<file path="config.mk">
export PLATFORM = sky130hd
export DESIGN_NAME = prio_arbiter
export DESIGN_NICKNAME = d
export VERILOG_FILES = /design/src/rtl/prio_arbiter_pkg.sv /design/src/rtl/prio_pick.sv /design/src/rtl/prio_arbiter.sv
export SDC_FILE = /design/constraint.sdc
export NUM_CORES = 1
export LEC_CHECK = 0
export ABC_AREA = 0
export CORE_ASPECT_RATIO = 0.75
export CORE_MARGIN = 4
export CORE_UTILIZATION = 56
export CTS_BUF_LIST = sky130_fd_sc_hd__clkbuf_4 sky130_fd_sc_hd__clkbuf_8
export DETAILED_ROUTE_END_ITERATION = 8
export PLACE_DENSITY = 0.82
export SLEW_MARGIN = 30
export SYNTH_ARGS = -nofsm -noshare
export SYNTH_HDL_FRONTEND = slang
export SYNTH_SLANG_ARGS = --single-unit
</file>
<file path="constraint.sdc">
create_clock -name clk -period 3.6 [get_ports clk]
set_input_delay 0.9 -clock clk [delete_from_list [all_inputs] [get_ports clk]]
set_output_delay 0.9 -clock clk [all_outputs]
set_load 0.02 [all_outputs]
</file>
<file path="src/rtl/prio_arbiter_pkg.sv">
`default_nettype none
//------------------------------------------------------------------------------
// Module  : prio_arbiter_pkg
// Brief   : Shared definitions for the 8-requester arbiter: sizes, default
//           hold limit and FSM state encodings.
// Revision: 1.0 - initial release
//------------------------------------------------------------------------------
package prio_arbiter_pkg;

   localparam int ARB_N        = 8;
   localparam int ARB_IDXW     = 3;
   localparam int ARB_MAX_HOLD = 16;

   typedef enum logic [1:0] {
      ST_IDLE  = 2'd0,
      ST_GRANT = 2'd1,
      ST_GAP   = 2'd2
   } state_t;

endpackage
`default_nettype wire

</file>
<file path="src/rtl/prio_pick.sv">
`default_nettype none
//------------------------------------------------------------------------------
// Module  : prio_pick
// Brief   : Combinational highest-set-bit encoder with a valid flag.
// Revision: 1.0 - initial release
//------------------------------------------------------------------------------
module prio_pick
   import prio_arbiter_pkg::*;
#(
   parameter int N    = ARB_N,
   parameter int IDXW = ARB_IDXW
) (
   input  logic [N-1:0]    req_i,
   output logic [IDXW-1:0] idx_o,
   output logic            valid_o
);

   // Ascending scan: the last set bit seen is the highest one
   always_comb begin
      idx_o   = '0;
      valid_o = 1'b0;
      for (int i = 0; i < N; i++) begin
         if (req_i[i]) begin
            idx_o   = IDXW'(i);
            valid_o = 1'b1;
         end
      end
   end

endmodule
`default_nettype wire

</file>
<file path="src/rtl/prio_arbiter.sv">
`default_nettype none
//------------------------------------------------------------------------------
// Module  : prio_arbiter
// Brief   : 8-requester arbiter, fixed-priority or round-robin, with grant
//           hold, hold-limit timeout and a one-cycle turnaround gap.
// Revision: 1.0 - initial release
//------------------------------------------------------------------------------
module prio_arbiter
   import prio_arbiter_pkg::*;
#(
   parameter int N        = ARB_N,
   parameter int IDXW     = ARB_IDXW,
   parameter int MAX_HOLD = ARB_MAX_HOLD
) (
   input  logic            clk,
   input  logic            rst,
   input  logic [N-1:0]    req,
   input  logic            rr_mode,
   output logic [N-1:0]    grant,
   output logic [IDXW-1:0] grant_idx,
   output logic            grant_valid,
   output logic            timeout
);

   localparam int HW = $clog2(MAX_HOLD);

   state_t          state_q, state_d;
   logic [HW-1:0]   hold_q, hold_d;
   logic [IDXW-1:0] ptr_q, ptr_d;
   logic [IDXW-1:0] idx_q, idx_d;
   logic [N-1:0]    grant_q, grant_d;
   logic            valid_q, valid_d;
   logic            timeout_q, timeout_d;

   logic [IDXW-1:0] rot_amt;
   logic [2*N-1:0]  req_dbl;
   logic [N-1:0]    req_rot;
   logic [IDXW-1:0] pick_idx;
   logic            pick_valid;
   logic [IDXW-1:0] win_idx;

   // Rotate so that ptr lands on the top bit in round-robin mode, then map
   // the encoder result back to the true requester index
   always_comb begin
      rot_amt = rr_mode ? (IDXW'(N - 1) - ptr_q) : '0;
      req_dbl = {req, req} << rot_amt;
      req_rot = req_dbl[2*N-1:N];
      win_idx = pick_idx - rot_amt;
   end

   prio_pick #(
      .N    (N),
      .IDXW (IDXW)
   ) u_pick (
      .req_i   (req_rot),
      .idx_o   (pick_idx),
      .valid_o (pick_valid)
   );

   // Next-state and next-output logic; timeout is a single-cycle pulse
   always_comb begin
      state_d   = state_q;
      hold_d    = hold_q;
      ptr_d     = ptr_q;
      idx_d     = idx_q;
      grant_d   = grant_q;
      valid_d   = valid_q;
      timeout_d = 1'b0;
      case (state_q)
         ST_IDLE: begin
            if (pick_valid) begin
               state_d = ST_GRANT;
               idx_d   = win_idx;
               grant_d = N'(1) << win_idx;
               valid_d = 1'b1;
               hold_d  = '0;
               ptr_d   = win_idx - IDXW'(1);
            end
         end
         ST_GRANT: begin
            if (!req[idx_q] || (hold_q == HW'(MAX_HOLD - 1))) begin
               state_d   = ST_GAP;
               idx_d     = '0;
               grant_d   = '0;
               valid_d   = 1'b0;
               hold_d    = '0;
               // Only a forced release (owner still requesting) is a timeout
               timeout_d = req[idx_q];
            end else begin
               hold_d = hold_q + HW'(1);
            end
         end
         ST_GAP: begin
            state_d = ST_IDLE;
         end
         default: begin
            state_d = ST_IDLE;
            idx_d   = '0;
            grant_d = '0;
            valid_d = 1'b0;
            hold_d  = '0;
         end
      endcase
   end

   // State, counter, pointer and output registers
   always_ff @(posedge clk or posedge rst) begin
      if (rst) begin
         state_q   <= ST_IDLE;
         hold_q    <= '0;
         ptr_q     <= IDXW'(N - 1);
         idx_q     <= '0;
         grant_q   <= '0;
         valid_q   <= 1'b0;
         timeout_q <= 1'b0;
      end else begin
         state_q   <= state_d;
         hold_q    <= hold_d;
         ptr_q     <= ptr_d;
         idx_q     <= idx_d;
         grant_q   <= grant_d;
         valid_q   <= valid_d;
         timeout_q <= timeout_d;
      end
   end

   assign grant       = grant_q;
   assign grant_idx   = idx_q;
   assign grant_valid = valid_q;
   assign timeout     = timeout_q;

endmodule
`default_nettype wire

</file>
==> flow_summary.json <==
{
  "final_layout_size_suffix_gt1_share_pct": 37.8,
  "nets": 248,
  "synth_area_um2": 1690,
  "required_ns": 3.79,
  "status": "finished, final reports clean",
  "fin_cells": 269,
  "drc_errors": 0,
  "cts_buffers": 3,
  "rows": 16,
  "yosysSeqAreaShare_pct": 32.8,
  "grt.total_usage_pct": 25.9,
  "reg2reg_depth": 14,
  "cp_max_fo": 11,
  "antenna_found_initial": 0,
  "r2r_slack_ns": 0.16,
  "p_leak_nw": 1.04,
  "endpoint_kind": "flip-flop",
  "max_cap_violations": 0,
  "post_drt_wl_per_cell_um": 18.5,
  "synth.distinct_cells": 52,
  "crit_top_cell": "a21oi_1",
  "grt_pass1_wl_um": 8070,
  "die_w_um": 71.5,
  "synth_top_family_by_area": "simple AND/OR/NAND/NOR gates",
  "synthAdderAreaFrac_pct": 2.66,
  "io_pins": 24,
  "drt-total-wl_um": 4980,
  "placed_cells": 260,
  "holdPathEnd": "grant_valid",
  "power_density_nw_per_um2": 834,
  "finClkSkew_ns": 0.00167,
  "synth_commonest_cells": "dfrtp_1, nand2_1, nor2_1, o21ai_0",
  "fmax_mhz": 282,
  "final.setup.tns_ns": 0,
  "yosys.area_share.simple_pct": 21.5,
  "synthXorXnorAreaFrac_pct": 3.03,
  "dpl.hpwl_um": 3680,
  "max-slew-margin-rel_pct": 45.9,
  "synth.most_common_cell": "dfrtp_1",
  "critPathSlowestCell": "fa_2",
  "synth.largest_area_cell": "dfrtp_1",
  "root_buffer": "clkbuf_8",
  "grt_max_degree": 23,
  "vias": 1676,
  "vias_per_cell": 6.23,
  "grt_pass1_vias": 1621,
  "fin_crit_sh_pct": 98.5,
  "grt_busiest_layer": "met1",
  "htree_levels": 1,
  "gr-usage-met2_pct": 37.0,
  "worstSetupPathType": "primary input to flip-flop",
  "yosys_warnings": 0,
  "syn_area_per_cell_um2": 9.84,
  "fillers": 135,
  "grtUsageMet3_pct": 6.14,
  "synth-edff-count": 0,
  "r2r_end": "ptr_q[2]",
  "numPortBuffers": 23,
  "initial_core_util_pct": 61.7,
  "dieArea_um2": 3970,
  "worst_pin_slew_ns": 0.811,
  "grtUsageMet1_pct": 39.6,
  "holdPathStages": 2,
  "netlist_instances": 172,
  "core_um2": 2740,
  "hp-start": "grant_valid",
  "finalSetupViolations": 0,
  "ir_drop_v": 0.000482,
  "synth_ff_type": "dfrtp_1",
  "detail-route-antenna-nets": 0,
  "syn-num-nets": 186,
  "area_growth_pct": 38.2,
  "holdWs_ns": 0.507,
  "drtPass1Iterations": 4,
  "cpPeakStageDelay_ns": 0.58,
  "cts_sinks": 22,
  "dr.first_iter.drc_count": 271,
  "min-delay-path-class": "flip-flop to flip-flop",
  "hold_violations": 0,
  "crit-reg2reg-launch": "ptr_q[0]",
  "cp_data_arrival_time_ns": 3.73,
  "clkTransAtPathRegs_ns": 0.08,
  "insertion_delay_ns": 0.26,
  "diodes": 0,
  "synthMuxAreaShare_pct": 12.4,
  "ys_ff_latch": 22,
  "critPathLaunchType": "primary input",
  "ys_top_cells_by_area": "dfrtp_1, mux2i_1, a22o_1, dfstp_2, nor3b_1",
  "worstPathCellList": "buf_2 -> and3b_2 -> a22oi_2 -> o2111ai_2 -> or2b_1 -> a21oi_1 -> nor2_1 -> o21ba_2 -> ha_2 -> fa_2 -> nand2_1 -> xor2_1 -> xnor2_1 -> a21oi_1 -> o22a_1",
  "holdBufCountCts": 0,
  "synth-async-reset-ratio_pct": 100,
  "clk_path_buf_depth": 2,
  "slew_viol_final": 0,
  "yosysTopAreaCellShare_pct": 28.1,
  "dieHeight_um": 55.6,
  "gp_congestion": 0.962,
  "cts_tree": "built",
  "finalCriticalPeriod_ns": 3.54,
  "dpl_cell_area_um2": 2170,
  "crit_start": "rr_mode",
  "design_area_um2": 2340,
  "overflow": 0,
  "synth_compound_area_share_pct": 21.5
}
[through the flow]
stage | util, % | total power (W) | setup slack [ns]
2_1_floorplan | - | 0.00122 | 0.0756
3_3_place_gp | 79.3 | 0.00158 | -0.551
3_5_place_dp | 79.3 | 0.00163 | -0.686
4_1_cts | 83.6 | 0.00187 | 0.00209
5_1_grt | 85.3 | 0.00208 | -0.00654
6_report | 85.3 | 0.00195 | 0.0557
[final cells by class]
| cell class | instances | area, um^2 | share of cell area, % |
|---|---|---|---|
| Inverter | 5 | 18.8 | 0.803 |
| Sequential cell | 22 | 558 | 23.9 |
| Clock buffer | 4 | 48.8 | 2.09 |
| Tap cell | 36 | 45.0 | 1.93 |
| Multi-Input combinational cell | 135 | 1130 | 48.5 |
| Timing Repair Buffer | 67 | 533 | 22.8 |
[cell usage in the layout (no fill, tap or decap), types with 2 or more instances in the layout]
master | Yosys | final
a21o_1 | 2 | 2
a21oi_1 | 6 | 6
a22o_1 | 10 | 10
a22oi_1 | 7 | 4
a22oi_2 | 0 | 3
a32o_1 | 2 | 2
and3_1 | 3 | 3
buf_4 | 1 | 44
clkbuf_2 | 0 | 4
clkbuf_8 | 0 | 3
clkdlybuf4s15_1 | 0 | 2
clkdlybuf4s50_1 | 0 | 14
dfrtp_1 | 19 | 19
dfstp_2 | 3 | 2
dlygate4sd2_1 | 0 | 2
inv_1 | 5 | 5
mux2_2 | 3 | 3
mux2i_1 | 9 | 4
mux2i_2 | 1 | 4
mux2i_4 | 0 | 2
mux4_2 | 2 | 2
nand2_1 | 12 | 12
nand2b_1 | 2 | 2
nand3_1 | 2 | 2
nor2_1 | 11 | 10
nor2b_1 | 10 | 10
nor3b_1 | 9 | 8
o2111ai_2 | 0 | 3
o21ai_0 | 11 | 9
o21ai_2 | 1 | 2
xnor2_1 | 3 | 2
xnor2_2 | 1 | 2
[worst max path at each step]
stage	to	slack (ns)
global route	ptr_q[2]	-0.007
detailed placement	ptr_q[2]	-0.69
global placement	grant[0]	-0.55
finish	ptr_q[2]	0.06
CTS	ptr_q[2]	0.002
floorplan	ptr_q[2]	0.08
[flip-flops by register name, indices dropped and copies added, names as in the netlist]
register	flops
ptr_q	3
grant_valid	1
grant	8
state_q	2
hold_q	4
timeout	1
grant_idx	3
[cells by family (layout without fill, tap and decap cells)]
kind of cell / after synthesis / after routing
fa+ha+maj: 3 / 3
flops: 22 / 22
simple gates: 61 / 61
buf+inv: 15 / 76
mux: 16 / 16
compound gates: 50 / 50
xor+xnor: 5 / 5
[worst max-delay path: cells and delay by family]
| kind | cells | cell delay (ns) |
|---|---|---|
| compound gates | 6 | 0.92 |
| xor+xnor | 2 | 0.34 |
| fa+ha+maj | 2 | 0.76 |
| buf+inv | 1 | 0.17 |
| simple gates | 4 | 0.65 |
[routing by layer]
metal / vias up / part of all wire, %
met4: 0 / 0.94
met2: 90 / 46
li1: 763 / -
met3: 10 / 9.5
met5: - / 0
met1: 813 / 44
[report_power, final]
part | total [W] | internal, W | leakage (nW) | switching [W]
Combinational | 0.00130 | 0.000664 | 0.734 | 0.000640
Sequential | 0.000483 | 0.000354 | 0.284 | 0.000129
Clock | 0.000165 | 0.0000864 | 0.0262 | 0.0000781
[timing repair]
| item | CTS | global route |
|---|---|---|
| gates resized for setup | 28 | 19 |
| gates cloned | 0 | 0 |
| setup endpoints to repair | 12 | 12 |
| pin swaps | 7 | 1 |
| setup buffers | 4 | 1 |
Note: power is estimated with default switching activity, not from simulation.
